## config.mk

```make
export PLATFORM = sky130hd
export DESIGN_NAME = fifo_rd_stream
export DESIGN_NICKNAME = d
export VERILOG_FILES = /design/src/rtl/fifo_rd_stream_pkg.sv /design/src/rtl/fifo_rd_stream_skid_buf.sv /design/src/rtl/fifo_rd_stream.sv
export SDC_FILE = /design/constraint.sdc
export NUM_CORES = 1
export LEC_CHECK = 0
export ABC_CLOCK_PERIOD_IN_PS = 1600
export CAP_MARGIN = 20
export CORE_ASPECT_RATIO = 0.75
export CORE_MARGIN = 10
export CORE_UTILIZATION = 34
export CTS_BUF_LIST = sky130_fd_sc_hd__clkbuf_4
export DETAILED_ROUTE_END_ITERATION = 8
export GPL_TIMING_DRIVEN = 1
export SLEW_MARGIN = 20
export SYNTH_ARGS = -nofsm -noshare
export SYNTH_HDL_FRONTEND = slang
export SYNTH_SLANG_ARGS = --single-unit
```

## constraint.sdc

```tcl
create_clock -name rclk -period 1.6 [get_ports rclk]
set_clock_uncertainty 0.15 [all_clocks]
set_input_delay 0.16 -clock rclk [delete_from_list [all_inputs] [get_ports rclk]]
set_output_delay 0.16 -clock rclk [all_outputs]
set_load 0.05 [all_outputs]
```

## src/rtl/fifo_rd_stream_pkg.sv

```systemverilog
// Shared constants and types for the dual-clock FIFO family.
// Read latency of the memory sets the prefetch depth of the output stage.
package fifo_rd_stream_pkg;

    localparam int RD_LAT   = 1;
    localparam int PF_DEPTH = RD_LAT + 1;

    typedef logic [1:0] slot_t;

    function automatic slot_t add_bit(input slot_t a, input logic b);
        return a + {1'b0, b};
    endfunction

endpackage

```

## src/rtl/fifo_rd_stream_skid_buf.sv

```systemverilog
// Two-entry prefetch buffer with explicit count, so pointer wrap
// never creates a full/empty ambiguity.
module rd_skid_buf
    import fifo_rd_stream_pkg::*;
#(
    parameter int DATASIZE = 8
) (
    input  logic                rclk,
    input  logic                rrst_n,
    input  logic                push_i,
    input  logic                pop_i,
    input  logic [DATASIZE-1:0] wdata_i,
    output logic [DATASIZE-1:0] rdata_o,
    output logic                valid_o,
    output slot_t               count_o
);

    logic [DATASIZE-1:0] mem_q [PF_DEPTH];
    logic                wr_ptr_q, wr_ptr_d;
    logic                rd_ptr_q, rd_ptr_d;
    slot_t               count_q, count_d;

    always_comb begin
        wr_ptr_d = wr_ptr_q;
        rd_ptr_d = rd_ptr_q;
        count_d  = add_bit(count_q, push_i) - {1'b0, pop_i};
        if (push_i) wr_ptr_d = ~wr_ptr_q;
        if (pop_i)  rd_ptr_d = ~rd_ptr_q;
    end

    always_ff @(posedge rclk or negedge rrst_n) begin
        if (!rrst_n) begin
            wr_ptr_q <= 1'b0;
            rd_ptr_q <= 1'b0;
            count_q  <= '0;
        end else begin
            wr_ptr_q <= wr_ptr_d;
            rd_ptr_q <= rd_ptr_d;
            count_q  <= count_d;
        end
    end

    // Storage is deliberately not reset; count gates its visibility.
    always_ff @(posedge rclk) begin
        if (push_i) mem_q[wr_ptr_q] <= wdata_i;
    end

    assign rdata_o = mem_q[rd_ptr_q];
    assign valid_o = (count_q != '0);
    assign count_o = count_q;

endmodule

```

## src/rtl/fifo_rd_stream.sv

```systemverilog
// FIFO read-side output stage: turns rempty/rinc plus a 1-cycle memory
// read into a registered valid/ready stream via a credit loop.
module fifo_rd_stream
    import fifo_rd_stream_pkg::*;
#(
    parameter int DATASIZE = 8
) (
    input  logic                rclk,
    input  logic                rrst_n,
    input  logic                rempty,
    output logic                rinc,
    input  logic [DATASIZE-1:0] rdata,
    output logic                out_valid,
    output logic [DATASIZE-1:0] out_data,
    input  logic                out_ready,
    output logic [1:0]          occupancy
);

    logic  inflight_q;
    logic  pop;
    slot_t count;
    slot_t slots;

    assign pop   = out_valid && out_ready;
    assign slots = add_bit(count, inflight_q);

    // Reset gating keeps rinc low while the pointer logic is held in reset.
    assign rinc = rrst_n && !rempty
                  && ((slots < slot_t'(PF_DEPTH)) || pop);

    always_ff @(posedge rclk or negedge rrst_n) begin
        if (!rrst_n) inflight_q <= 1'b0;
        else         inflight_q <= rinc;
    end

    rd_skid_buf #(
        .DATASIZE (DATASIZE)
    ) u_buf (
        .rclk    (rclk),
        .rrst_n  (rrst_n),
        .push_i  (inflight_q),
        .pop_i   (pop),
        .wdata_i (rdata),
        .rdata_o (out_data),
        .valid_o (out_valid),
        .count_o (count)
    );

    assign occupancy = slots;

endmodule
```

### Word level (Yosys, flattened, before mapping)

Memory sizes are Yosys's and may differ from the RTL's.
Cells that the tools add are included.

* register bits: 5
* RAM bits: 16
* bits of input ports: 12
* memories kept: 1

* add/subtract/negate cells: 2
* order comparisons: 1
* muxes and demuxes: 2
* bitwise gates (word level): 2
* reduce and logical (&&, ||, !) cells: 6

Memory list
* u_buf.mem_q: depth 2, width 8, read ports 1, clocked after Yosys merged registers in 0, wr ports 1, RTL line fifo_rd_stream_skid_buf.sv:18 `logic [DATASIZE-1:0] mem_q [PF_DEPTH];`

Operators by type and width (count)
* 1-bit logical AND: 3
* 2-bit by 1-bit adder with 2-bit output: 1
* 2-bit < comparator (second input constant): 1
* 1-bit two-way mux: 2
* 1-bit NOT: 2
* 2-bit nonzero test: 1
* 2-bit by 1-bit subtractor with 2-bit output: 1
* 1-bit logical NOT: 1
* 1-bit logical OR: 1

### Longest topological paths before layout

Gate-level depths: netlist of run 1.

* depth in word-level cells: 4
* gate-level depth with buffers: 4
* depth with buffers taken out: 4

### Hierarchy

A second synthesis of run 1 with hierarchy kept.

* cell total of the unflattened synthesis: 46
* area, all modules: 869.6 um2

Modules (own cells, without submodules)
* rd_skid_buf: instances 1, cells an instance 39, area an instance 804.5 um2, seq. area each 580.6 um2
* fifo_rd_stream: instances 1, cells an instance 7, area an instance 65.1 um2, seq. area each 25.0 um2

### Worst setup path after synthesis of run 1

No wires, ideal clock.

* kind: reg-to-reg
* start: reg inflight_q
* end: reg inflight_q
* library setup time: 0.239 ns
* arrival time: 1.860 ns
* data required time: 1.211 ns
* slack: -0.649 ns
* stages on the path, launching flop included: 4
* buffers on the path: 0
* cell sequence: dfrtp_1 ha_1 nor2b_1 a2111oi_2

* cells in the longest elaborated chain, start to end: 4

RTL lines
* from (decl): RTL line fifo_rd_stream.sv:19 `logic inflight_q;`
* from (signal assigned): RTL line fifo_rd_stream.sv:33 `else inflight_q <= rinc;`
* 2-bit by 1-bit adder with 2-bit output: RTL line fifo_rd_stream_pkg.sv:11 `return a + {1'b0, b};`
* 2-bit < comparator: RTL line fifo_rd_stream.sv:29 `&& ((slots < slot_t'(PF_DEPTH)) || pop);`
* 1-bit logical OR: RTL line fifo_rd_stream.sv:29
* 1-bit logical AND: RTL line fifo_rd_stream.sv:29
* via rinc: RTL line fifo_rd_stream.sv:11 `output logic rinc,`

The timed path passes the listed nets, and every way through them passes these cells.
A chain may end at the register's enable or synchronous reset.

### Final worst setup path of run 1

* start: reg inflight_q
* end: out rinc

* cells in the longest elaborated chain, start to end: 4

RTL lines (RTL line)
* 2-bit by 1-bit adder with 2-bit output: fifo_rd_stream_pkg.sv:11
* 2-bit < comparator: fifo_rd_stream.sv:29
* 1-bit logical OR: fifo_rd_stream.sv:29
* 1-bit logical AND: fifo_rd_stream.sv:29
* to (decl): fifo_rd_stream.sv:11

Every way passes these cells.

==> impl_metrics.yaml, run 1 <==
pwr:
  internal_power_mw: 1.51
  cellLeakagePower_nw: 0.566
  p_clk_share_pct: 9.7
  p_sw_share_pct: 39.5
  ir_drop_mv: 0.707
  p_total_mw: 2.49
  comb_power_share_pct: 58.9
  p_switching_mw: 0.984
  p_seq_share_pct: 31.5
  power_density_nw_per_um2: 1810
floorplanning:
  fp.dieW_um: 77.3
  core_um2: 2330
  initial_core_util_pct: 36.0
  pin_count: 24
  die_y_um: 63.0
  row_count: 15
  die_area_um2: 4870
timing:
  fin_ws_ns: -0.284
  setup_viol: 10
  slew_violations: 0
  finalCritPeriodShare_pct: 118
  hold_violations: 0
  fmax_mhz: 531
  slew_headroom_pct: 72.7
  fin_crit_ns: 1.88
  worstMarginPinSlew_ns: 0.409
  rsz0062_at_grt: "true"
  setup_tns_ns: -0.840
  whs_ns: 0.291
worst_setup_path:
  arrival_ns: 1.57
  cp-end-kind: "output port"
  regToRegSetupSlack_ns: 0.12
  startpoint_type: "register"
  path_class: "register to output port"
  cp_data_required_time_ns: 1.29
  path_max_fanout: 3
synthesis:
  synth-seq-cells: 21
  synthArstFlopShare_pct: 23.8
  synthCells: 47
  ys_types: 14
  synthTopCellsByArea: "edfxtp_1 57%, dfrtp_1 15%, mux2_1 11%"
  ys_warn_count: 0
  yosys-top-cells-count: "16 x edfxtp_1, 8 x mux2_1, 5 x dfrtp_1, 4 x xor2_1, 3 x inv_1"
  synth_top_area_cell: "edfxtp_1"
  avgSynthCellArea_um2: 17.8
  yosysMostFrequentCell: "edfxtp_1"
  yosysSeqAreaShare_pct: 72.3
  syn-num-nets: 61
  synthFlopType: "edfxtp_1"
  synth_top_cell_area_share_pct: 57.4
  syn-cell-area_um2: 837
  synth_edf_count: 16
clocking:
  cts_root_buffer: "clkbuf_4"
  clk_pin_slew_ns: 0.10
  clk_latency_ns: 0.29
  cts_tree: "done"
  cts_buffers: 3
  max-clock-path-buffers: 2
  h-tree-depth: 1
  cts_sinks: 21
detailed_routing:
  wl_um: 1630
  dr_total_vias: 516
  viasPerCell: 4.26
  drtAntennaViolNets: 0
  dr.first_iter.drc_count: 13
  wl_per_cell_um: 13.5
  post-route-drc-count: 0
  dr.pass1.iters: 5
final_layout:
  fin_cells: 121
  fillers: 197
  antenna_cells: 0
  final_util_pct: 59.1
  areaGrowthSynthToFinish_pct: 64.3
  stdcell_area_um2: 1380
  nets: 102
  layout-drive-gt1-share_pct: 50.6
global_routing:
  antenna_found_initial: 0
  grt_max_degree: 13
  grt_pass1_wl_um: 2840
  first_global_vias: 580
  grt_use_total_pct: 7.29
  grt_overflow: 0
outcome:
  violations: "setup timing"
  outcome: "finished, violations left"
placement:
  post_dp_cell_area_um2: 1200
  place_congestion: 0.701
  dp.cells: 109
  dp_hpwl_um: 1200
  preCtsSetupSlack_ns: -0.0719
  numPortBuffers: 23
min_path:
  hold_path_class: "input port to register"
flow_run:
  max-cap-violations: 0
-- final timing paths --
check,startpoint,to,cells after the start
max in group asynchronous,rrst_n,u_buf.rd_ptr_q,3
worst max register to register,inflight_q,u_buf.mem_q[1][4],3
worst min register to register,u_buf.wr_ptr_q,u_buf.wr_ptr_q,1
worst max-delay path,inflight_q,rinc,4
min in group asynchronous,rrst_n,u_buf.count_o[1],3
worst min-delay path,rdata[4],u_buf.mem_q[1][4],1
-- flip-flops by register name, indices dropped and copies added (netlist names) --
signal          cells
u_buf.count_o       2
u_buf.mem_q        16
u_buf.rd_ptr_q      1
inflight_q          1
u_buf.wr_ptr_q      1
-- critical path, cell delays in order (launching register included) --
cell       delay, ns
dfrtp_1         0.42
ha_4            0.18
nor2b_4         0.13
a2111oi_4       0.37
buf_12          0.19
-- layer usage --
| layer | part of all wire (%) | wire (um) | global-route usage (%) | up-vias |
|---|---|---|---|---|
| met2 | 53 | 856 | 12.1 | 13 |
| met3 | 2.4 | 39 | 2.30 | 4 |
| met1 | 43 | 693 | 8.31 | 249 |
| met5 | 0 | 0 | 0 | - |
| met4 | 2.3 | 38 | 3.41 | 0 |
| li1 | - | - | - | 250 |
-- layout by cell type, fill, tap and decap left out, drive strengths merged, types with 2 or more instances in the layout --
cell type / synthesis / routed
ha: 2 / 2
buf: 1 / 25
inv: 3 / 3
xor2: 4 / 4
mux2: 8 / 8
clkbuf: 0 / 3
edfxtp: 16 / 16
dfrtp: 5 / 5
nor2b: 2 / 2
clkdlybuf4s50: 0 / 11
-- cell families (layout without fill, tap and decap cells) --
group / count (synthesis) / count (layout) / synth area share [%]
flops: 21 / 21 / 72.3
mux: 8 / 8 / 10.8
simple gates: 6 / 6 / 4.93
xor+xnor: 4 / 4 / 4.18
buf+inv: 4 / 44 / 1.94
fa+ha+maj: 2 / 2 / 2.99
compound gates: 2 / 2 / 2.84
-- layout make-up --
cell class / instances / area [um^2] / share of cell area, %
Timing Repair Buffer: 37 / 402 / 29.2
Sequential cell: 21 / 607 / 44.1
Multi-Input combinational cell: 22 / 285 / 20.7
Tap cell: 34 / 42.5 / 3.09
Clock inverter: 1 / 5.00 / 0.364
Clock buffer: 3 / 22.5 / 1.64
Inverter: 3 / 11.3 / 0.819
-- timing repair --
action | in CTS | in global routing
hold buffers | 1 | 0
endpoints found under the setup margin | 10 | 11
gates resized for setup | 24 | 1
pin swaps | 2 | 1
endpoints found under the hold margin | 5 | 0
buffers inserted | 7 | 0
-- power groups by stage --
stage	sequential (mW)	combinational [mW]	clock, mW
final	0.784	1.47	0.241
after global routing	0.798	1.54	0.284
after CTS	0.781	1.48	0.254
after floorplan	0.770	0.780	0
after global placement	0.821	1.15	0
after detailed placement	0.824	1.15	0
No activity file was read; power rests on OpenSTA's default activity.
==> run 2, diff against run 1 <==
--- a/config.mk
+++ b/config.mk
@@ -8,11 +8,10 @@
 export ABC_CLOCK_PERIOD_IN_PS = 1600
 export CAP_MARGIN = 20
 export CORE_ASPECT_RATIO = 0.75
-export CORE_MARGIN = 10
 export CORE_UTILIZATION = 34
 export CTS_BUF_LIST = sky130_fd_sc_hd__clkbuf_4
 export DETAILED_ROUTE_END_ITERATION = 8
-export GPL_TIMING_DRIVEN = 1
+export GPL_TIMING_DRIVEN = 0
 export SLEW_MARGIN = 20
 export SYNTH_ARGS = -nofsm -noshare
 export SYNTH_HDL_FRONTEND = slang
==> impl_metrics.yaml, run 2 (synthesis gave the netlist of run 1 again) <==
outcome:
  outcome: "finished, violations left"
  violations: "setup timing"
floorplanning:
  fp.dieW_um: 59.3
  die_area_um2: 2670
  pin_count: 24
  core_um2: 2310
  die_y_um: 45.0
  row_count: 15
  initial_core_util_pct: 36.3
final_layout:
  layout_common_cells: "16 x edfxtp_1, 13 x buf_6, 11 x clkdlybuf4s50_1"
  stdcell_area_um2: 1280
  final_common_cell: "edfxtp_1"
  largest_reg_flops: 16
  antenna_cells: 0
  nets: 95
  areaGrowthSynthToFinish_pct: 53.1
  fillers: 199
  layout-drive-gt1-share_pct: 46.3
  regMostFlops: "u_buf.mem_q"
clocking:
  cts_tree: "done"
  cts_sinks: 21
  h-tree-depth: 1
  clk_latency_ns: 0.29
  clk_pin_slew_ns: 0.10
  cts_root_buffer: "clkbuf_4"
  max-clock-path-buffers: 2
  cts_buffers: 3
worst_setup_path:
  cp_top_family: "flip-flops"
  path_class: "register to output port"
  crit_chain: "ha_4 > nor2b_4 > a2111oi_4 > buf_6"
  path_buf_inv: 1
  r2r-start: "inflight_q"
  arrival_ns: 1.58
  startpoint_type: "register"
  r2r_end: "u_buf.mem_q[0][6]"
  regToRegSetupSlack_ns: 0.16
  cp-end-kind: "output port"
  cpPeakStageDelay_ns: 0.42
  reg2reg_depth: 2
  path_max_fanout: 3
  slowest_stage: "dfrtp_1"
  cp_data_required_time_ns: 1.29
min_path:
  hold_start: "rdata[4]"
  hold_end: "u_buf.mem_q[1][4]"
  hold_depth: 1
  hold_path_class: "input port to register"
pwr:
  ir_drop_mv: 0.639
  p_total_mw: 2.31
  cellLeakagePower_nw: 0.517
  power_density_nw_per_um2: 1800
timing:
  fin_ws_ns: -0.288
  fin_crit_ns: 1.89
  fmax_mhz: 530
  finalCritPeriodShare_pct: 118
  setup_tns_ns: -0.384
  slew_violations: 0
  worstMarginPinSlew_ns: 0.452
  slew_headroom_pct: 69.7
  rsz0062_at_grt: "true"
  setup_viol: 9
  hold_violations: 0
detailed_routing:
  post-route-drc-count: 0
  dr_total_vias: 486
  dr.first_iter.drc_count: 10
  wl_per_cell_um: 12.7
  viasPerCell: 4.26
  drtAntennaViolNets: 0
  dr.pass1.iters: 2
  wl_um: 1440
placement:
  place_congestion: 0.634
  dp_hpwl_um: 939
  numPortBuffers: 23
  post_dp_cell_area_um2: 1150
global_routing:
  grt_max_degree: 12
  first_global_vias: 462
  grt_use_total_pct: 12.2
  grt_overflow: 0
  grt_pass1_wl_um: 2190
  antenna_found_initial: 0
flow_run:
  max-cap-violations: 0
-- run 2: cell types whose count changed in the layout (fill, tap and decap cells not counted), sizes merged --
cell / before / now
buf: 25 / 17
clkbuf: 3 / 5
clkinv: 1 / 0
-- run 2: metrics by stage --
stage               setup slack (ns)  std cells  util [%]  hold WS, ns
floorplan                     -0.237         47         -       -0.286
finish                        -0.288        114      55.5        0.290
CTS                           -0.299        114      55.0        0.282
detailed placement            -0.719        104      49.8        0.275
global placement              -0.700        104      49.8        0.272
global route                  -0.386        114      55.5        0.252
-- run 2: final cells by class --
type                            instances  area (um^2)  share of cell area (%)
Buffer                                  1         11.3                   0.879
Clock buffer                            4         30.0                    2.34
Inverter                                3         11.3                   0.879
Multi-Input combinational cell         22          288                    22.5
Sequential cell                        21          606                    47.3
Tap cell                               34         42.5                    3.32
Timing Repair Buffer                   29          293                    22.9
-- run 2: worst max path at each step --
stage / from / to / cells after the start
after floorplan: u_buf.count_o[0] / inflight_q / 3
after global routing: u_buf.count_o[0] / rinc / 4
after global placement: rrst_n / rinc / 4
after CTS: inflight_q / rinc / 4
after detailed placement: rrst_n / rinc / 4
final: inflight_q / rinc / 4
-- run 2: metal layers --
metal	track usage, %	wire [um]
met2	19.8	758
met5	0	0
met1	14.9	611
met4	2.86	0
met3	5.73	74
-- run 2: timing repair --
item / 4_1_cts / 5_1_grt
cloned: 1 / 0
setup endpoints to repair: 20 / 12
setup buffers: 4 / 0
pin swaps: 2 / 0
resized for setup: 92 / 5
hold buffers: 1 / 0
endpoints found under the hold margin: 5 / 0
-- run 2: where the power goes --
group	total, mW	leakage [nW]	internal (mW)	switching [mW]
Clock	0.254	0.0184	0.114	0.140
Sequential	0.777	0.206	0.698	0.0785
Combinational	1.28	0.292	0.563	0.718
